<file path="src/rtl/irq_pkg.sv">
// irq_pkg: register offsets, VECT field positions, FSM state type and lowest-set-bit helper
package irq_pkg;
  localparam logic [2:0] OFS_PEND  = 3'd0;
  localparam logic [2:0] OFS_MASK  = 3'd1;
  localparam logic [2:0] OFS_LEVEL = 3'd2;
  localparam logic [2:0] OFS_EDGE  = 3'd3;
  localparam logic [2:0] OFS_VECT  = 3'd4;
  localparam logic [2:0] OFS_EOI   = 3'd5;
  localparam int VECT_V1 = 15;
  localparam int VECT_I1 = 8;
  localparam int VECT_V0 = 7;
  localparam int VECT_I0 = 0;
  typedef enum logic [1:0] {IRQ_IDLE, IRQ_REQ, IRQ_SERVICE} irq_state_t;
  function automatic logic [4:0] lowest_idx(input logic [15:0] v);
    lowest_idx = '0;
    for (int i = 15; i >= 0; i--)
      if (v[i]) lowest_idx = 5'(i);
  endfunction
endpackage

</file>
<file path="src/rtl/irq_controller_if.sv">
// irq_controller_if: core data bus and INT/INTACK handshake between core (master) and controller (slave)
interface irq_controller_if;
  logic [15:0] ADDR, WDATA, RDATA;
  logic        RDN, WRN0, WRN1, SEL;
  logic        INT0, INT1, INTACK0, INTACK1;
  modport master(output ADDR, WDATA, RDN, WRN0, WRN1, INTACK0, INTACK1,
                 input  RDATA, SEL, INT0, INT1);
  modport slave (input  ADDR, WDATA, RDN, WRN0, WRN1, INTACK0, INTACK1,
                 output RDATA, SEL, INT0, INT1);
endinterface

</file>
<file path="src/rtl/irq_level_fsm.sv">
// irq_level_fsm: one priority level's IDLE/REQ/SERVICE handshake, INTx output and in-service index
module irq_level_fsm
  import irq_pkg::*;
(
  input  logic        clk,
  input  logic        rst,
  input  logic [15:0] req,
  input  logic [4:0]  idx,
  input  logic        block,
  input  logic        ack,
  input  logic        eoi,
  output logic        irq,
  output irq_state_t  state,
  output logic [4:0]  svc_idx,
  output logic        take
);
  assign take = state == IRQ_REQ && ack && |req;
  always_ff @(posedge clk)
    if (rst) begin
      state   <= IRQ_IDLE;
      irq     <= 1'b0;
      svc_idx <= '0;
    end else
      case (state)
        IRQ_IDLE: if (|req && !block) begin
          state <= IRQ_REQ;
          irq   <= 1'b1;
        end
        IRQ_REQ: if (!(|req) || take) begin
          state   <= take ? IRQ_SERVICE : IRQ_IDLE;
          irq     <= 1'b0;
          svc_idx <= take ? idx : svc_idx;
        end
        IRQ_SERVICE: if (eoi) state <= IRQ_IDLE;
        default: state <= IRQ_IDLE;
      endcase
endmodule

</file>
<file path="src/rtl/irq_controller.sv">
// irq_controller: memory-mapped 16-source interrupt controller driving INT0/INT1.
// Define IRQ_NESTING_EN to let INT1 preempt an INT0 service.
module irq_controller
  import irq_pkg::*;
#(
  parameter int          NUM_SRC     = 8,
  parameter logic [15:0] BASE_ADDR   = 16'hFF00,
  parameter int          SYNC_STAGES = 2
) (
  input  logic               CLK,
  input  logic               RESET,
  input  logic [NUM_SRC-1:0] IRQ_IN,
  irq_controller_if.slave    bus
);
  localparam logic [15:0] VALID = 16'((32'd1 << NUM_SRC) - 32'd1);
  logic [NUM_SRC-1:0] sync_q [SYNC_STAGES];
  logic [15:0] pend_q, mask_q, level_q, edge_q, prev_q;
  logic [15:0] diff, wm, wr_v, sync_v, rise, w1c, ack_clr, pend_n, req0, req1, vect;
  logic [2:0]  off;
  logic [4:0]  idx0, idx1, svc0_idx, svc1_idx;
  logic        sel, wr_lo, eoi0, eoi1, take0, take1, blk0, blk1, enter1, int0, int1, unused;
  irq_state_t  st0, st1;
  assign diff    = bus.ADDR - BASE_ADDR;
  assign sel     = diff < 16'd6;
  assign off     = diff[2:0];
  assign wr_lo   = sel && !bus.WRN0;
  assign wm      = sel ? {{8{~bus.WRN1}}, {8{~bus.WRN0}}} & VALID : '0;
  assign wr_v    = bus.WDATA & wm;
  assign eoi0    = wr_lo && off == OFS_EOI && bus.WDATA[0];
  assign eoi1    = wr_lo && off == OFS_EOI && bus.WDATA[1];
  assign sync_v  = 16'(sync_q[SYNC_STAGES-1]);
  assign rise    = sync_v & ~prev_q;
  assign w1c     = off == OFS_PEND ? wr_v : '0;
  assign ack_clr = (take0 ? 16'd1 << idx0 : '0) | (take1 ? 16'd1 << idx1 : '0);
  // a fresh edge outranks a same-cycle clear so no event is lost
  assign pend_n  = ((edge_q & (rise | (pend_q & ~(w1c | ack_clr)))) | (~edge_q & sync_v)) & VALID;
  assign req1    = pend_q & mask_q & level_q;
  assign req0    = pend_q & mask_q & ~level_q;
  assign idx1    = lowest_idx(req1);
  assign idx0    = lowest_idx(req0);
  assign enter1  = st1 == IRQ_IDLE && |req1 && !blk1;
`ifdef IRQ_NESTING_EN
  assign blk1    = st1 == IRQ_SERVICE;
`else
  assign blk1    = st0 == IRQ_SERVICE || st1 == IRQ_SERVICE;
`endif
  // INT0 never starts while INT1 is pending, entering or in service
  assign blk0    = st0 == IRQ_SERVICE || st1 != IRQ_IDLE || enter1;
  always_comb begin
    vect                 = '0;
    vect[VECT_V1]        = |req1;
    vect[VECT_I1 +: 5]   = idx1;
    vect[VECT_V0]        = |req0;
    vect[VECT_I0 +: 5]   = idx0;
  end
  assign bus.RDATA = !sel              ? '0      :
                     off == OFS_PEND   ? pend_q  :
                     off == OFS_MASK   ? mask_q  :
                     off == OFS_LEVEL  ? level_q :
                     off == OFS_EDGE   ? edge_q  :
                     off == OFS_VECT   ? vect    : '0;
  assign bus.SEL   = sel;
  assign bus.INT0  = int0;
  assign bus.INT1  = int1;
  assign unused    = ^{bus.RDN, svc0_idx, svc1_idx};
  always_ff @(posedge CLK)
    if (RESET) begin
      for (int k = 0; k < SYNC_STAGES; k++) sync_q[k] <= '0;
      prev_q  <= '0;
      pend_q  <= '0;
      mask_q  <= '0;
      level_q <= '0;
      edge_q  <= '0;
    end else begin
      sync_q[0] <= IRQ_IN;
      for (int k = 1; k < SYNC_STAGES; k++) sync_q[k] <= sync_q[k-1];
      prev_q  <= sync_v;
      pend_q  <= pend_n;
      mask_q  <= off == OFS_MASK  ? (mask_q  & ~wm) | wr_v : mask_q;
      level_q <= off == OFS_LEVEL ? (level_q & ~wm) | wr_v : level_q;
      edge_q  <= off == OFS_EDGE  ? (edge_q  & ~wm) | wr_v : edge_q;
    end
  irq_level_fsm u_fsm0 (
    .clk(CLK), .rst(RESET), .req(req0), .idx(idx0), .block(blk0), .ack(bus.INTACK0),
    .eoi(eoi0), .irq(int0), .state(st0), .svc_idx(svc0_idx), .take(take0)
  );
  irq_level_fsm u_fsm1 (
    .clk(CLK), .rst(RESET), .req(req1), .idx(idx1), .block(blk1), .ack(bus.INTACK1),
    .eoi(eoi1), .irq(int1), .state(st1), .svc_idx(svc1_idx), .take(take1)
  );
endmodule

</file>
<file path="src/flat_wrapper.sv">
// flat-port wrapper written by rule: the top's interface ports become plain ports
module irq_controller_flat import irq_pkg::*;
#(
  parameter int          NUM_SRC     = 8,
  parameter logic [15:0] BASE_ADDR   = 16'hFF00,
  parameter int          SYNC_STAGES = 2
)
  (CLK, RESET, IRQ_IN, bus_ADDR, bus_WDATA, bus_RDN, bus_WRN0, bus_WRN1, bus_INTACK0, bus_INTACK1, bus_RDATA, bus_SEL, bus_INT0, bus_INT1);
  irq_controller_if bus_i ();
  input  logic CLK;
  input  logic RESET;
  input  logic [NUM_SRC-1:0] IRQ_IN;
  input wire logic [$bits(bus_i.ADDR)-1:0] bus_ADDR;
  input wire logic [$bits(bus_i.WDATA)-1:0] bus_WDATA;
  input wire logic [$bits(bus_i.RDN)-1:0] bus_RDN;
  input wire logic [$bits(bus_i.WRN0)-1:0] bus_WRN0;
  input wire logic [$bits(bus_i.WRN1)-1:0] bus_WRN1;
  input wire logic [$bits(bus_i.INTACK0)-1:0] bus_INTACK0;
  input wire logic [$bits(bus_i.INTACK1)-1:0] bus_INTACK1;
  output wire logic [$bits(bus_i.RDATA)-1:0] bus_RDATA;
  output wire logic [$bits(bus_i.SEL)-1:0] bus_SEL;
  output wire logic [$bits(bus_i.INT0)-1:0] bus_INT0;
  output wire logic [$bits(bus_i.INT1)-1:0] bus_INT1;
  assign bus_i.ADDR = bus_ADDR;
  assign bus_i.WDATA = bus_WDATA;
  assign bus_i.RDN = bus_RDN;
  assign bus_i.WRN0 = bus_WRN0;
  assign bus_i.WRN1 = bus_WRN1;
  assign bus_i.INTACK0 = bus_INTACK0;
  assign bus_i.INTACK1 = bus_INTACK1;
  assign bus_RDATA = bus_i.RDATA;
  assign bus_SEL = bus_i.SEL;
  assign bus_INT0 = bus_i.INT0;
  assign bus_INT1 = bus_i.INT1;
  irq_controller #(.NUM_SRC(NUM_SRC), .BASE_ADDR(BASE_ADDR), .SYNC_STAGES(SYNC_STAGES)) u_core (.CLK(CLK), .RESET(RESET), .IRQ_IN(IRQ_IN), .bus(bus_i));
endmodule
</file>
<file path="config.mk">
export PLATFORM = sky130hd
export DESIGN_NAME = irq_controller_flat
export DESIGN_NICKNAME = d
export VERILOG_FILES = /design/src/rtl/irq_pkg.sv /design/src/rtl/irq_controller_if.sv /design/src/rtl/irq_level_fsm.sv /design/src/rtl/irq_controller.sv /design/src/flat_wrapper.sv
export SDC_FILE = /design/constraint.sdc
export NUM_CORES = 1
export LEC_CHECK = 0
export BUFFER_PORTS_ARGS = -buffer_cell sky130_fd_sc_hd__buf_2
export CORE_MARGIN = 3
export CORE_UTILIZATION = 25
export CTS_BUF_LIST = sky130_fd_sc_hd__clkbuf_2
export DETAILED_ROUTE_END_ITERATION = 6
export PLACE_DENSITY = 0.54
export REMOVE_ABC_BUFFERS = 1
export SYNTH_ARGS = -nofsm -noshare
export SYNTH_HDL_FRONTEND = slang
export SYNTH_SLANG_ARGS = --single-unit
</file>
<file path="constraint.sdc">
create_clock -name CLK -period 3.7 [get_ports CLK]
set_input_delay 0.37 -clock CLK [delete_from_list [all_inputs] [get_ports CLK]]
set_output_delay 0.37 -clock CLK [all_outputs]
set_load 0.01 [all_outputs]
</file>
==> Word-level counts from Yosys, hierarchy flattened <==
Memories as Yosys holds them, arrays and structs flattened.
Cells that the tools add are included.
W data, S select, Z words.
{ "word_totals": {"reg_bits": 70, "mem_bits_rw": 16, "output_inout_bits": 19, "n_memories": 1} }
{ "mem_list": {"columns": ["memory", "depth", "width", "rd", "rd_ports_with_merged_regs", "wr", "line", "source"], "rows": [
  ["u_core.sync_q", 2, 8, 2, 0, 2, "irq_controller.sv:16", "logic [NUM_SRC-1:0] sync_q [SYNC_STAGES];"]
]} }
{ "op_classes": {"add_sub_neg": 1, "magnitude_cmp": 1, "n_eq_ne": 15, "shifts": 2, "n_mux": 63, "bitwise": 26, "reduce_logical": 34} }
{ "ops": {"columns": ["operator", "n"], "rows": [
  ["$mux W16", 6],
  ["$and A16 B16 Y16", 5],
  ["$mux W5", 15],
  ["$mux W4", 17],
  ["$mux W8", 6],
  ["$or A16 B16 Y16", 3],
  ["$and A8 B8 Y8", 4],
  ["$not A16 Y16", 2],
  ["$or A8 B8 Y8", 4],
  ["$reduce_or A16 Y1", 2],
  ["$not A8 Y8", 3],
  ["$and A16 B8 Y16", 1],
  ["$and A8 B16 Y16", 1],
  ["$lt A16 B3 Y1 const B", 1],
  ["$mux W2", 8],
  ["$sub A16 B16 Y16 const B", 1],
  ["$logic_and A1 B1 Y1", 12],
  ["$pmux W2 S3", 2],
  ["$reduce_and A3 Y1", 4],
  ["$ne A2 B1 Y1 const B", 4],
  ["$shl A1 B4 Y8 const A", 1],
  ["$shl A1 B5 Y8 const A", 1],
  ["$mux W1", 7],
  ["$eq A3 B2 Y1 const B", 2],
  ["13 further kinds", 30]
]} }

==> Longest topological paths before layout <==
{ "logic_depth": {"depth_word": 27, "ltp_mapped": 7} }

==> Modules after synthesis <==
A second synthesis with hierarchy kept.
{ "hier_totals": {"hier_cells": 415, "area_unflattened_um2": 3701.0} }
{ "by_module_without_submodules": {"columns": ["mod", "n_inst", "cells_each", "area_per_inst_um2", "seq_area_each_um2"], "rows": [
  ["irq_controller", 1, 329, 2867.8, 1121.1],
  ["irq_level_fsm", 2, 43, 416.6, 160.2]
]} }

==> Least setup slack after synthesis <==
OpenSTA, ideal clock, no wires.
{ "synth_timing": {"path_kind": "input to output", "startpoint": "input bus_ADDR[7]", "endpoint": "output bus_RDATA[3]", "t_arrival_ps": 1509, "required_time_ps": 3330, "setup_slack_ps": 1821, "cell_stages": 4, "path_buffers": 0, "path_cell_list": "and4bb_2 > nand4b_1 > or3_1 > a211oi_1"} }
{ "synth_via": {"elab_chain_cells": 3} }
{ "synth_rtl": {"columns": ["item", "line", "source"], "rows": [
  ["from (decl)", "flat_wrapper.sv:13", "input wire logic [$bits(bus_i.ADDR)-1:0] bus_ADDR;"],
  ["$sub A16 B16 Y16", "irq_controller.sv:23", "assign diff = bus.ADDR - BASE_ADDR;"],
  ["$lt A16 B3 Y1", "irq_controller.sv:24", "assign sel = diff < 16'd6;"],
  ["$mux W16", "irq_controller.sv:56", "assign bus.RDATA = !sel ? '0 :"],
  ["to (decl)", "flat_wrapper.sv:20", "output wire logic [$bits(bus_i.RDATA)-1:0] bus_RDATA;"]
]} }
No other way between the ends.

==> results.yml <==
global_route:
  grt_overflow_total: 0
  grt_pass1_vias: 2676
  grt_pass1_wl_um: 13760
  grt_max_degree: 52
  antenna_found_initial: 0
  grtUsageTotal_pct: 12.48
worst_hold_path:
  hold_path_class: "in2reg"
  hold_path.startpoint: "bus_WDATA[4]"
  hold_depth: 3
cts:
  clk_path_buf_depth: 2
  cts.sinks: 62
  ctsHoldBuffers: 8
  clock_tree.htree_level_count: 3
  clock_latency_ns: 0.53
  post_cts_buffers: 0
  cts.repair.resized: 0
  numCtsBuffers: 9
  ctsRootBufferMaster: "clkbuf_2"
  cts_tree: "built"
  cts.clk_slew.worst_paths_ns: 0.19
logic_synthesis:
  syn_area_um2: 3117
  synthFlopType: "dfxtp_1"
  ys_seq_elements: 62
  syn-instance-count: 355
  ys_types: 50
  synth_edf_count: 0
  ys_seq_area_share_pct: 39.82
  ys_warn_count: 0
  syn_area_per_cell_um2: 8.780
  async_flop_share_pct: 0
routing:
  drc: 0
  drtPass1Iterations: 4
  drtIter0Drc: 194
  drt-vias-per-instance: 4.698
  routed_wl_um: 8303
  vias: 2753
  postRouteAntennaNets: 0
  wl_per_cell_um: 14.17
pwr:
  switchingPower_uw: 302.9
  p_comb_share_pct: 7.6
  seqPwrFrac_pct: 61.3
  p_sw_share_pct: 27.12
  total_power_mw: 1.117
  p_leak_nw: 1.522
  internal_power_uw: 813.8
  power_density_nw_per_um2: 302.3
  p_clk_share_pct: 31.1
  peakVddDrop_mv: 0.1297
sta:
  worst_pin_slew_ns: 0.9365
  setup_viol: 0
  slew_violations: 0
  setup_ws_ns: 1.112
  fmax_mhz: 386.4
  fin_setup_tns_ns: 0
  holdWs_ns: 0.1109
  finalCritPeriodShare_pct: 69.94
  relSlewSlack_pct: 37.57
  rsz0062_at_grt: "false"
  fin_skew_ns: 0.03415
  period_minus_slack_ns: 2.588
  final_hold_viol_count: 0
placed_design:
  placed_cells: 562
  hpwl_um: 5949
  gp_congestion: 0.8682
  pre_cts_ws_ns: 1.271
  placed_cell_area_um2: 3523
  portBuffers: 51
worst_setup_path:
  rr_worst_depth: 5
  critPathLaunchType: "flip-flop"
  end_kind: "output pin"
  worst_path_dominant_cell_family: "simple AND/OR/NAND/NOR gates"
  slowest_stage: "or3_1"
  max_stage_delay_ns: 0.52
  critPathKind: "reg2out"
  crit_arrival_ns: 2.22
  cp_max_fo: 7
  crit_buf_inv: 1
  r2r_setup_slack_ns: 1.89
  r2r-end: "u_core.pend_q[6]"
  critPathRequiredTime_ns: 3.33
  path_cells: "nand3b_1, nand2_1, or3_1, nand3_1, a21oi_1, buf_2"
cells_and_area:
  stdcell_area_um2: 3694
  final_cell_mix: "dfxtp_1, buf_2, nor2_1, nand2_1, nor2b_1"
  final_common_cell: "dfxtp_1"
  final_core_util_pct: 30.50
  syn_to_final_growth_pct: 18.51
  layout.nets: 460
  fin_cells: 586
  fill_cells: 1310
  antennaDiodeCount: 0
  final_layout_size_suffix_gt1_share_pct: 20.10
run_status:
  outcome: "completed"
die:
  die_y_um: 117.7
  core-area_um2: 12110
  pin_count: 66
  initial_core_util_pct: 25.73
  die_area_um2: 13840
  rows: 40
  die_w_um: 117.7
run:
  cap_violations: 0
## cell families after synthesis
family | Yosys count | synth area share [%]
DFF | 62 | 39.82
and+or+nand+nor | 187 | 33.24
AOI/OAI and AO/OA | 52 | 12.00
muxes | 32 | 11.48
buffers and inverters | 21 | 3.332
other | 1 | 0.1203
## worst max path at each step
stage / start / to / slack, ns / cells past startpoint
after floorplan: bus_ADDR[7] / flip-flop / 1.70 / 5
after global placement: bus_ADDR[2] / flip-flop / 1.29 / 6
after detailed placement: bus_ADDR[2] / flip-flop / 1.27 / 6
after CTS: flip-flop / bus_RDATA[7] / 1.07 / 6
after global routing: flip-flop / bus_RDATA[0] / 0.85 / 6
final: flip-flop / bus_RDATA[7] / 1.11 / 6
## cell usage after synthesis (6+ instances only)
cell type	instances	share of area [%]
nand3_1	12	1.9
clkbuf_1	6	0.72
dfxtp_1	62	40
nor2_1	48	5.8
nor2b_1	30	6.0
mux2i_1	29	9.3
a32o_1	6	1.9
nand2_1	37	4.5
nand2b_1	7	1.4
a211oi_1	15	3.6
o21ai_0	10	1.6
a21oi_1	8	1.3
nand3b_1	9	2.2
## metal layers
layer  GRT usage [%]  share of wire, %
met2           18.07                42
met4           4.542               1.2
met3           4.181               6.6
met1           17.21                50
met5               0                 0
## power by group through the flow
stage,clock network [mW],registers (mW),logic (mW)
6_report,0.347,0.685,0.0847
5_1_grt,0.395,0.687,0.0943
4_1_cts,0.374,0.685,0.0852
3_5_place_dp,0,0.699,0.0787
3_3_place_gp,0,0.699,0.0773
2_1_floorplan,0,0.698,0.0272
## cell type report
type / count / area [um2] / share of cell area [%]
clock inverters: 5 / 35.03 / 0.9485
multi-input cells: 275 / 1783 / 48.27
inverters: 3 / 11.26 / 0.3049
well taps: 168 / 210.2 / 5.691
clock buffers: 11 / 55.05 / 1.491
flip-flops and latches: 62 / 1241 / 33.60
repair buffers: 62 / 357.8 / 9.688
## worst min-delay path: stages
cell	delay, ns
buf_2	0.12
mux2i_1	0.07
nor2_1	0.07
(Power assumes the default switching activity.)
